===== config.mk =====
export PLATFORM = sky130hd
export DESIGN_NAME = fetch_ctrl
export DESIGN_NICKNAME = d
export VERILOG_FILES = /design/src/rtl/fetch_ctrl_pkg.sv /design/src/rtl/fetch_ack_timer.sv /design/src/rtl/fetch_ctrl.sv
export SDC_FILE = /design/constraint.sdc
export NUM_CORES = 1
export LEC_CHECK = 0
export ABC_CLOCK_PERIOD_IN_PS = 2300
export BUFFER_PORTS_ARGS = -buffer_cell sky130_fd_sc_hd__clkbuf_2
export CORE_UTILIZATION = 38
export DETAILED_ROUTE_END_ITERATION = 6
export HOLD_SLACK_MARGIN = 0.15
export PLACE_DENSITY = 0.67
export SLEW_MARGIN = 25
export SYNTH_ARGS = -nofsm -noshare
export SYNTH_HDL_FRONTEND = slang
export SYNTH_HIERARCHICAL = 1
export SYNTH_SLANG_ARGS = --single-unit

===== constraint.sdc =====
create_clock -name clk_in -period 2.3 [get_ports clk_in]
set_clock_uncertainty 0.05 [all_clocks]
set_input_delay 0.115 -clock clk_in [delete_from_list [all_inputs] [get_ports clk_in]]
set_output_delay 0.115 -clock clk_in [all_outputs]
set_load 0.02 [all_outputs]

===== src/rtl/fetch_ctrl_pkg.sv =====
// Shared fetch-stage types and constants.
// Also used by the PC mux for the pc_src encodings.
package fetch_ctrl_pkg;

    typedef enum logic [1:0] {
        ST_RST   = 2'd0,
        ST_FETCH = 2'd1,
        ST_HOLD  = 2'd2,
        ST_TRAP  = 2'd3
    } fetch_state_t;

    localparam logic [1:0]  PC_SRC_RST = 2'b00;
    localparam logic [1:0]  PC_SRC_RUN = 2'b11;
    localparam logic [31:0] INSTR_NOP  = 32'h0000_0013;

endpackage


===== src/rtl/fetch_ack_timer.sv =====
// Cycle counter for the imem ack wait.
// expired_out is high while the count sits at LIMIT-1.
module fetch_ack_timer #(
    parameter int unsigned LIMIT = 16
) (
    input  logic clk_in,
    input  logic rst_in,
    input  logic clear_in,
    input  logic en_in,
    output logic expired_out
);

    localparam int unsigned W = $clog2(LIMIT);

    logic [W-1:0] cnt;

    always_ff @(posedge clk_in) begin
        if (rst_in || clear_in) begin
            cnt <= '0;
        end else if (en_in) begin
            cnt <= cnt + W'(1);
        end
    end

    assign expired_out = (cnt == W'(LIMIT - 1));

endmodule


===== src/rtl/fetch_ctrl.sv =====
// Instruction-fetch sequencer: PC register, imem handshake, branch redirect.
// Define MISALIGN_TRAP_EN to enable the misaligned-branch-target trap.
module fetch_ctrl
    import fetch_ctrl_pkg::*;
#(
    parameter logic [31:0] RESET_PC    = 32'h0000_0000,
    parameter logic [31:0] TRAP_VEC    = 32'h0000_0100,
    parameter int unsigned ACK_TIMEOUT = 16
) (
    input  logic        clk_in,
    input  logic        rst_in,
    input  logic        stall_in,
    input  logic        branch_taken_in,
    input  logic [31:0] branch_target_in,
    input  logic        imem_ack_in,
    input  logic [31:0] imem_rdata_in,
    output logic        imem_req_out,
    output logic [31:0] imem_addr_out,
    output logic [31:0] instr_out,
    output logic        instr_valid_out,
    output logic [31:0] pc_out,
    output logic [1:0]  pc_src_out,
    output logic        misaligned_instr_out,
    output logic [31:0] trap_epc_out,
    output logic        fetch_err_out
);

    fetch_state_t state, state_nxt;

    logic [31:0] pc_reg;
    logic [31:0] tgt;
    logic [31:0] next_pc;
    logic        valid;
    logic        consume;
    logic        misalign;
    logic        timer_clr;
    logic        timer_en;
    logic        expired;
    logic        unused_ok;

    assign consume = valid & ~stall_in;

`ifdef MISALIGN_TRAP_EN
    assign tgt      = {branch_target_in[31:1], 1'b0};
    assign misalign = consume & branch_taken_in & branch_target_in[1];
`else
    assign tgt      = {branch_target_in[31:2], 2'b00};
    assign misalign = 1'b0;
`endif

    assign next_pc   = branch_taken_in ? tgt : pc_reg + 32'd4;
    assign unused_ok = ^{branch_target_in[1:0], TRAP_VEC, INSTR_NOP};

    fetch_ack_timer #(
        .LIMIT(ACK_TIMEOUT)
    ) u_timer (
        .clk_in     (clk_in),
        .rst_in     (rst_in),
        .clear_in   (timer_clr),
        .en_in      (timer_en),
        .expired_out(expired)
    );

    always_ff @(posedge clk_in) begin
        if (rst_in) begin
            state <= ST_RST;
        end else begin
            state <= state_nxt;
        end
    end

    always_comb begin
        state_nxt            = state;
        imem_req_out         = 1'b0;
        pc_src_out           = PC_SRC_RUN;
        fetch_err_out        = 1'b0;
        misaligned_instr_out = 1'b0;
        timer_en             = 1'b0;
        timer_clr            = 1'b1;
        unique case (state)
            ST_RST: begin
                pc_src_out = PC_SRC_RST;
                state_nxt  = ST_FETCH;
            end
            ST_FETCH: begin
                imem_req_out = 1'b1;
                timer_en     = 1'b1;
                timer_clr    = imem_ack_in | expired;
                if (imem_ack_in) begin
                    state_nxt = ST_HOLD;
                end else if (expired) begin
                    fetch_err_out = 1'b1;
                end
            end
            ST_HOLD: begin
                if (misalign) begin
                    state_nxt = ST_TRAP;
                end else if (consume) begin
                    state_nxt = ST_FETCH;
                end
            end
`ifdef MISALIGN_TRAP_EN
            ST_TRAP: begin
                misaligned_instr_out = 1'b1;
                state_nxt            = ST_FETCH;
            end
`endif
            default: begin
                state_nxt = ST_RST;
            end
        endcase
    end

    // Ack is only honoured in FETCH, so a late ack after reset is dropped.
    always_ff @(posedge clk_in) begin
        if (rst_in) begin
            pc_reg    <= RESET_PC;
            instr_out <= '0;
            pc_out    <= '0;
            valid     <= 1'b0;
        end else begin
            if (state == ST_FETCH && imem_ack_in) begin
                instr_out <= imem_rdata_in;
                pc_out    <= pc_reg;
                valid     <= 1'b1;
            end
            if (consume) begin
                valid  <= 1'b0;
                pc_reg <= next_pc;
            end
`ifdef MISALIGN_TRAP_EN
            if (state == ST_TRAP) begin
                pc_reg <= TRAP_VEC;
            end
`endif
        end
    end

`ifdef MISALIGN_TRAP_EN
    logic [31:0] trap_epc;

    always_ff @(posedge clk_in) begin
        if (rst_in) begin
            trap_epc <= '0;
        end else if (misalign) begin
            trap_epc <= tgt;
        end
    end

    assign trap_epc_out = trap_epc;
`else
    assign trap_epc_out = '0;
`endif

    assign imem_addr_out   = pc_reg;
    assign instr_valid_out = valid;

endmodule

-- After elaboration in Yosys (flattened, before gate mapping)
Index checks and enable logic that the tools add are counted.
- register bits: 103
- input bits: 69
- word-level logic and storage cells: 31
- add/subtract/negate cells: 2
- equal/unequal tests: 5
- mux-type cells: 10
- bitwise operators: 3
- reductions and logical operators: 5
- operators with widths (cell ; count):
    32-bit by 3-bit adder with 32-bit output, second input constant ; 1
    32-bit two-way mux ; 1
    2-bit two-way mux ; 3
    2-bit case mux with 3 select lines ; 1
    1-bit two-way mux ; 5
    4-bit by 1-bit adder with 4-bit output, second input constant ; 1
    4-bit equality test, second input constant ; 1
    2-bit != test, second input constant ; 2
    2-bit by 1-bit equality test with 1-bit output, second input constant ; 1
    2-bit equality test, second input constant ; 1
    2-bit zero test ; 1
    2-bit AND reduction ; 1
    2-bit OR reduction ; 1
    1-bit bitwise AND ; 1
    1-bit logical AND ; 1
    1-bit logical OR ; 1
    1-bit inverter ; 1
    1-bit OR ; 1

-- Logic depth before layout (Yosys ltp)
- depth in word-level cells: 4
- depth in mapped cells: 8

-- By module
The synthesis kept the hierarchy.
- modules (own cells, without submodules) (module ; instances ; cells an instance ; area an instance (µm²) ; seq. area each (µm²)):
    fetch_ctrl ; 1 ; 559 ; 4359.2 ; 1901.8
    fetch_ack_timer ; 1 ; 18 ; 193.9 ; 80.1

-- Worst setup path after synthesis
No wires, ideal clock.
- kind: flip-flop to flip-flop
- from: register state[0]
- to: register u_timer.cnt[2]
- library setup time: 0.070 ns
- arrival: 1.896 ns
- data required time: 2.180 ns
- slack: 0.284 ns
- cell stages (with the launch flop): 5
- cells stage by stage: dfxtp_1 -> nor2b_1 -> or3b_2 -> or2_1 -> a21oi_1
- elaborated cells between the ends (all ways): 4
- RTL lines (element ; RTL line ; text):
    start, declared ; fetch_ctrl.sv:28 ; fetch_state_t state, state_nxt;
    start signal, assigned ; fetch_ctrl.sv:68 ; state <= state_nxt;
    2-bit by 1-bit equality test with 1-bit output ; - ;
    1-bit two-way mux ; - ;
    via imem_req_out ; fetch_ctrl.sv:17 ; output logic imem_req_out,
    end signal, assigned ; fetch_ack_timer.sv:21 ; cnt <= cnt + W'(1);
    end, declared ; fetch_ack_timer.sv:15 ; logic [W-1:0] cnt;
The timed path passes the listed nets, and every way through them passes these cells.
A chain may end at the register's enable or synchronous reset.

-- Worst setup path in the final report
- from: register pc_reg[5], in the netlist imem_addr_out[5]
- to: register pc_reg[20], in the netlist imem_addr_out[20]
- longest elaborated chain between the ends: 2
- ends and longest elaborated chain (element ; RTL line ; text):
    start, declared ; fetch_ctrl.sv:30 ; logic [31:0] pc_reg;
    start signal, assigned ; fetch_ctrl.sv:129 ; pc_reg <= next_pc;
    32-bit by 3-bit adder with 32-bit output ; fetch_ctrl.sv:51 ; assign next_pc = branch_taken_in ? tgt : pc_reg + 32'd4;
    32-bit two-way mux ; fetch_ctrl.sv:51 ;
No other way between the ends.

==> reports/qor.txt <==
Outcome = finished, violations left
Failing checks = design-rule violations
Max_cap viols = 0
Die footprint = 12400 sq um
Most used DFF post-synth = dfxtp_1
Post-Syn Instances = 577
Crit path time final = 1.97 ns
Flop pwr share = 0.478
Finish-stage setup viols = 0
WHS Endpoint = state[1]$_SDFFE_PP0P_
Crit-path cells = nand3_1 > nor4_4 > nor4bb_1 > a21oi_1 > o21ai_1
Min-delay worst type = in -> reg
Post-synth top cells = nand2_1, dfxtp_1, a21oi_1
Share of the synthesized area in the top cell type = 0.435
Worst-skew pair later-pin latency = 0.34 ns
Number of synthesized flops with an enable pin = 0
Global-route usage over all layers = 0.212
Sequential share of the synthesized area = 0.435
Crit Path Class = reg -> reg
Fin crit share = 0.857
Gpl congestion = 0.801
GRT Residual Overflow = 0
Layout net count = 861
Reg2reg start = imem_addr_out[5]$_SDFFE_PP0P_
Antenna diodes = 0
# IOs = 203
CTS Root Cell = clkbuf_16
Nature of the critical path endpoint = register
Syn. warnings = 6
Area added between synthesis and finish = 37.2%
Worst Tran Pin Value = 0.716 ns
Die X = 111 um
Setup TNS = 0 ns
Final Hold Viols = 0
H-tree level count = 3
Post-route cell area = 6250 sq um
Post-placement cell area = 5330 sq um
R2R setup slack = 0.33 ns
Max clock buf depth = 2
Post-route ant nets = 0
R2r endpoint = imem_addr_out[20]$_SDFFE_PP0P_
Clock-pin slew on the worst setup and hold paths = 0.07 ns
Initial DRC Count = 338
Crit Path Max Fanout = 10
Int Power = 2.78 mW
Fillers = 1040
Core box area = 11600 sq um
Resized cells post-CTS = 0
Max incr delay on CP = 0.54 ns
IO Port Bufs = 163
CTS sink count = 99
Share of cells above drive strength 1 = 0.252
CTS tree = done
Peak VDD IR = 0.000310 V
Final Total Pwr = 3.76 mW
Dominant cells by area after synthesis = dfxtp_1, nand2_1, a21oi_1
RSZ-0062 raised after global routing = false
Site row count = 39
Routed len/inst = 14.1 um
Beginning of the worst hold path = stall_in
Leading area contributor after synthesis = dfxtp_1
Combinational share of power = 0.139
R2R depth = 5
P_leak = 2.70 nW
Distinct cells, synth = 53
Avg Inst Size Synth = 7.89 sq um
Via/cell ratio = 5.04
Sw frac = 0.261
Syn Std Cell Area = 4550 sq um
Worst slew margin = 0.523
Arr. time, crit path = 2.20 ns
Hold_ws = 0.230 ns
Largest net degree at the start of global routing = 70
Num CTS Buffers = 9
Crit path max-delay cell type = dfxtp_1
Post-DP HPWL = 9040 um
Global-route wire length before repair = 21000 um
P per Cell Area = 602 nW/um^2
Initial Utilization = 0.394
# DRC = 18
Final Max Tran Viols = 0
Final wirelength = 13200 um
Share of synthesized registers carrying an async set or reset = 0
Crit start category = register
Initial antenna violation count = 0
DRT Pass-1 Iters = 7
Cell with the most instances after synthesis = nand2_1
Fmax achieved = 507 MHz
Seq cells post-synth = 99
Clk pwr share = 0.383
Vias = 4718
Net Sw Power = 0.982 mW
Vias in the first global route = 4279
Die Y = 111 um
Hold depth = 4
CP required = 2.53 ns
[per-layer routing]
layer / part of all wire / track usage / vias to the layer above
met4: 0.028 / 0.104 / 0
met1: 0.44 / 0.267 / 2163
met2: 0.47 / 0.353 / 192
met3: 0.060 / 0.0354 / 26
li1: - / - / 2337
met5: 0 / 0 / -
[flip-flops by register name, indices dropped and copies added (netlist names)]
register	cells
instr_valid_out	1
imem_addr_out	30
pc_out	30
instr_out	32
state	2
u_timer/cnt	4
[worst max-delay path, delay by kind of cell (launching register included)]
kind | cells | cell delay (ns)
simple gates | 3 | 1.13
flops | 1 | 0.54
compound gates | 2 | 0.18
[through the flow]
step | cells | worst slack [ns] | util
floorplan | 613 | 0.284 | -
detailed placement | 858 | 0.372 | 0.461
global placement | 858 | 0.441 | 0.461
CTS | 937 | 0.353 | 0.540
finish | 937 | 0.328 | 0.540
global route | 937 | 0.138 | 0.540
[layout make-up]
cell class / instances / area [sq um] / share of cell area
clock buffers: 13 / 270 / 0.0433
clock inverters: 2 / 10.0 / 0.00160
inverters: 2 / 7.51 / 0.00120
multi-input cells: 439 / 2250 / 0.361
flip-flops and latches: 99 / 1980 / 0.317
well taps: 143 / 179 / 0.0286
repair buffers: 239 / 1550 / 0.247
[kinds of logic (layout without fill, tap and decap cells)]
kind of cell,after synthesis,after routing,share of synthesized area
other cells,1,37,0.000824
fa+ha+maj,2,2,0.00550
flops,99,99,0.435
simple gates,242,242,0.251
compound gates,144,144,0.178
buf+inv,75,256,0.100
mux,4,4,0.00989
xor+xnor,10,10,0.0192
[worst max path at each step]
stage                                        from                             end  slack [ns]  cells past startpoint
CTS                 imem_addr_out[4]$_SDFFE_PP0P_  imem_addr_out[20]$_SDFFE_PP0P_        0.35                      5
global route        imem_addr_out[4]$_SDFFE_PP0P_  imem_addr_out[22]$_SDFFE_PP0P_        0.14                      5
global placement     instr_valid_out$_SDFFE_PP0P_  imem_addr_out[22]$_SDFFE_PP0P_        0.44                      6
detailed placement  imem_addr_out[4]$_SDFFE_PP0P_  imem_addr_out[26]$_SDFFE_PP0P_        0.37                      5
floorplan                   state[0]$_SDFFE_PP0P_     u_timer/cnt[2]$_SDFFE_PP0P_        0.28                      4
finish              imem_addr_out[5]$_SDFFE_PP0P_  imem_addr_out[20]$_SDFFE_PP0P_        0.33                      5
[power groups by stage]
stage	Clock, mW	Combinational (mW)	Sequential, mW
after floorplan	0	0.278	1.88
after global placement	0	0.427	1.83
after detailed placement	0	0.433	1.84
after CTS	1.49	0.521	1.80
after global routing	1.55	0.568	1.80
final	1.44	0.524	1.80
[what timing repair did]
item / 4_1_cts / 5_1_grt
setup endpoints to repair: 0 / 0
buffers inserted: 0 / 0
hold buffers: 64 / 0
hold endpoints to repair: 63 / 0
[cells in the final DEF (no fill, tap or decap), drive strengths merged, types with 2 or more instances in the layout]
cell type / synthesis / layout
mux2i: 3 / 3
buf: 51 / 12
nor4: 6 / 6
nand4: 8 / 8
a22oi: 13 / 13
nor2: 22 / 22
and4: 7 / 7
ha: 2 / 2
and2: 4 / 4
nor3: 8 / 8
nor2b: 2 / 2
conb: 1 / 37
nand3b: 3 / 3
dfxtp: 99 / 99
clkinv: 0 / 2
or2: 3 / 3
or3b: 2 / 2
inv: 2 / 2
o21ai: 36 / 36
a21oi: 80 / 80
a22o: 2 / 2
a32oi: 2 / 2
nand2: 151 / 151
xor2: 6 / 6
and3: 8 / 8
o22ai: 2 / 2
nand3: 11 / 11
nand2b: 2 / 2
xnor2: 4 / 4
dlygate4sd3: 0 / 64
clkbuf: 22 / 176
o311ai: 2 / 2
Note: power is estimated with default switching activity, not from simulation.
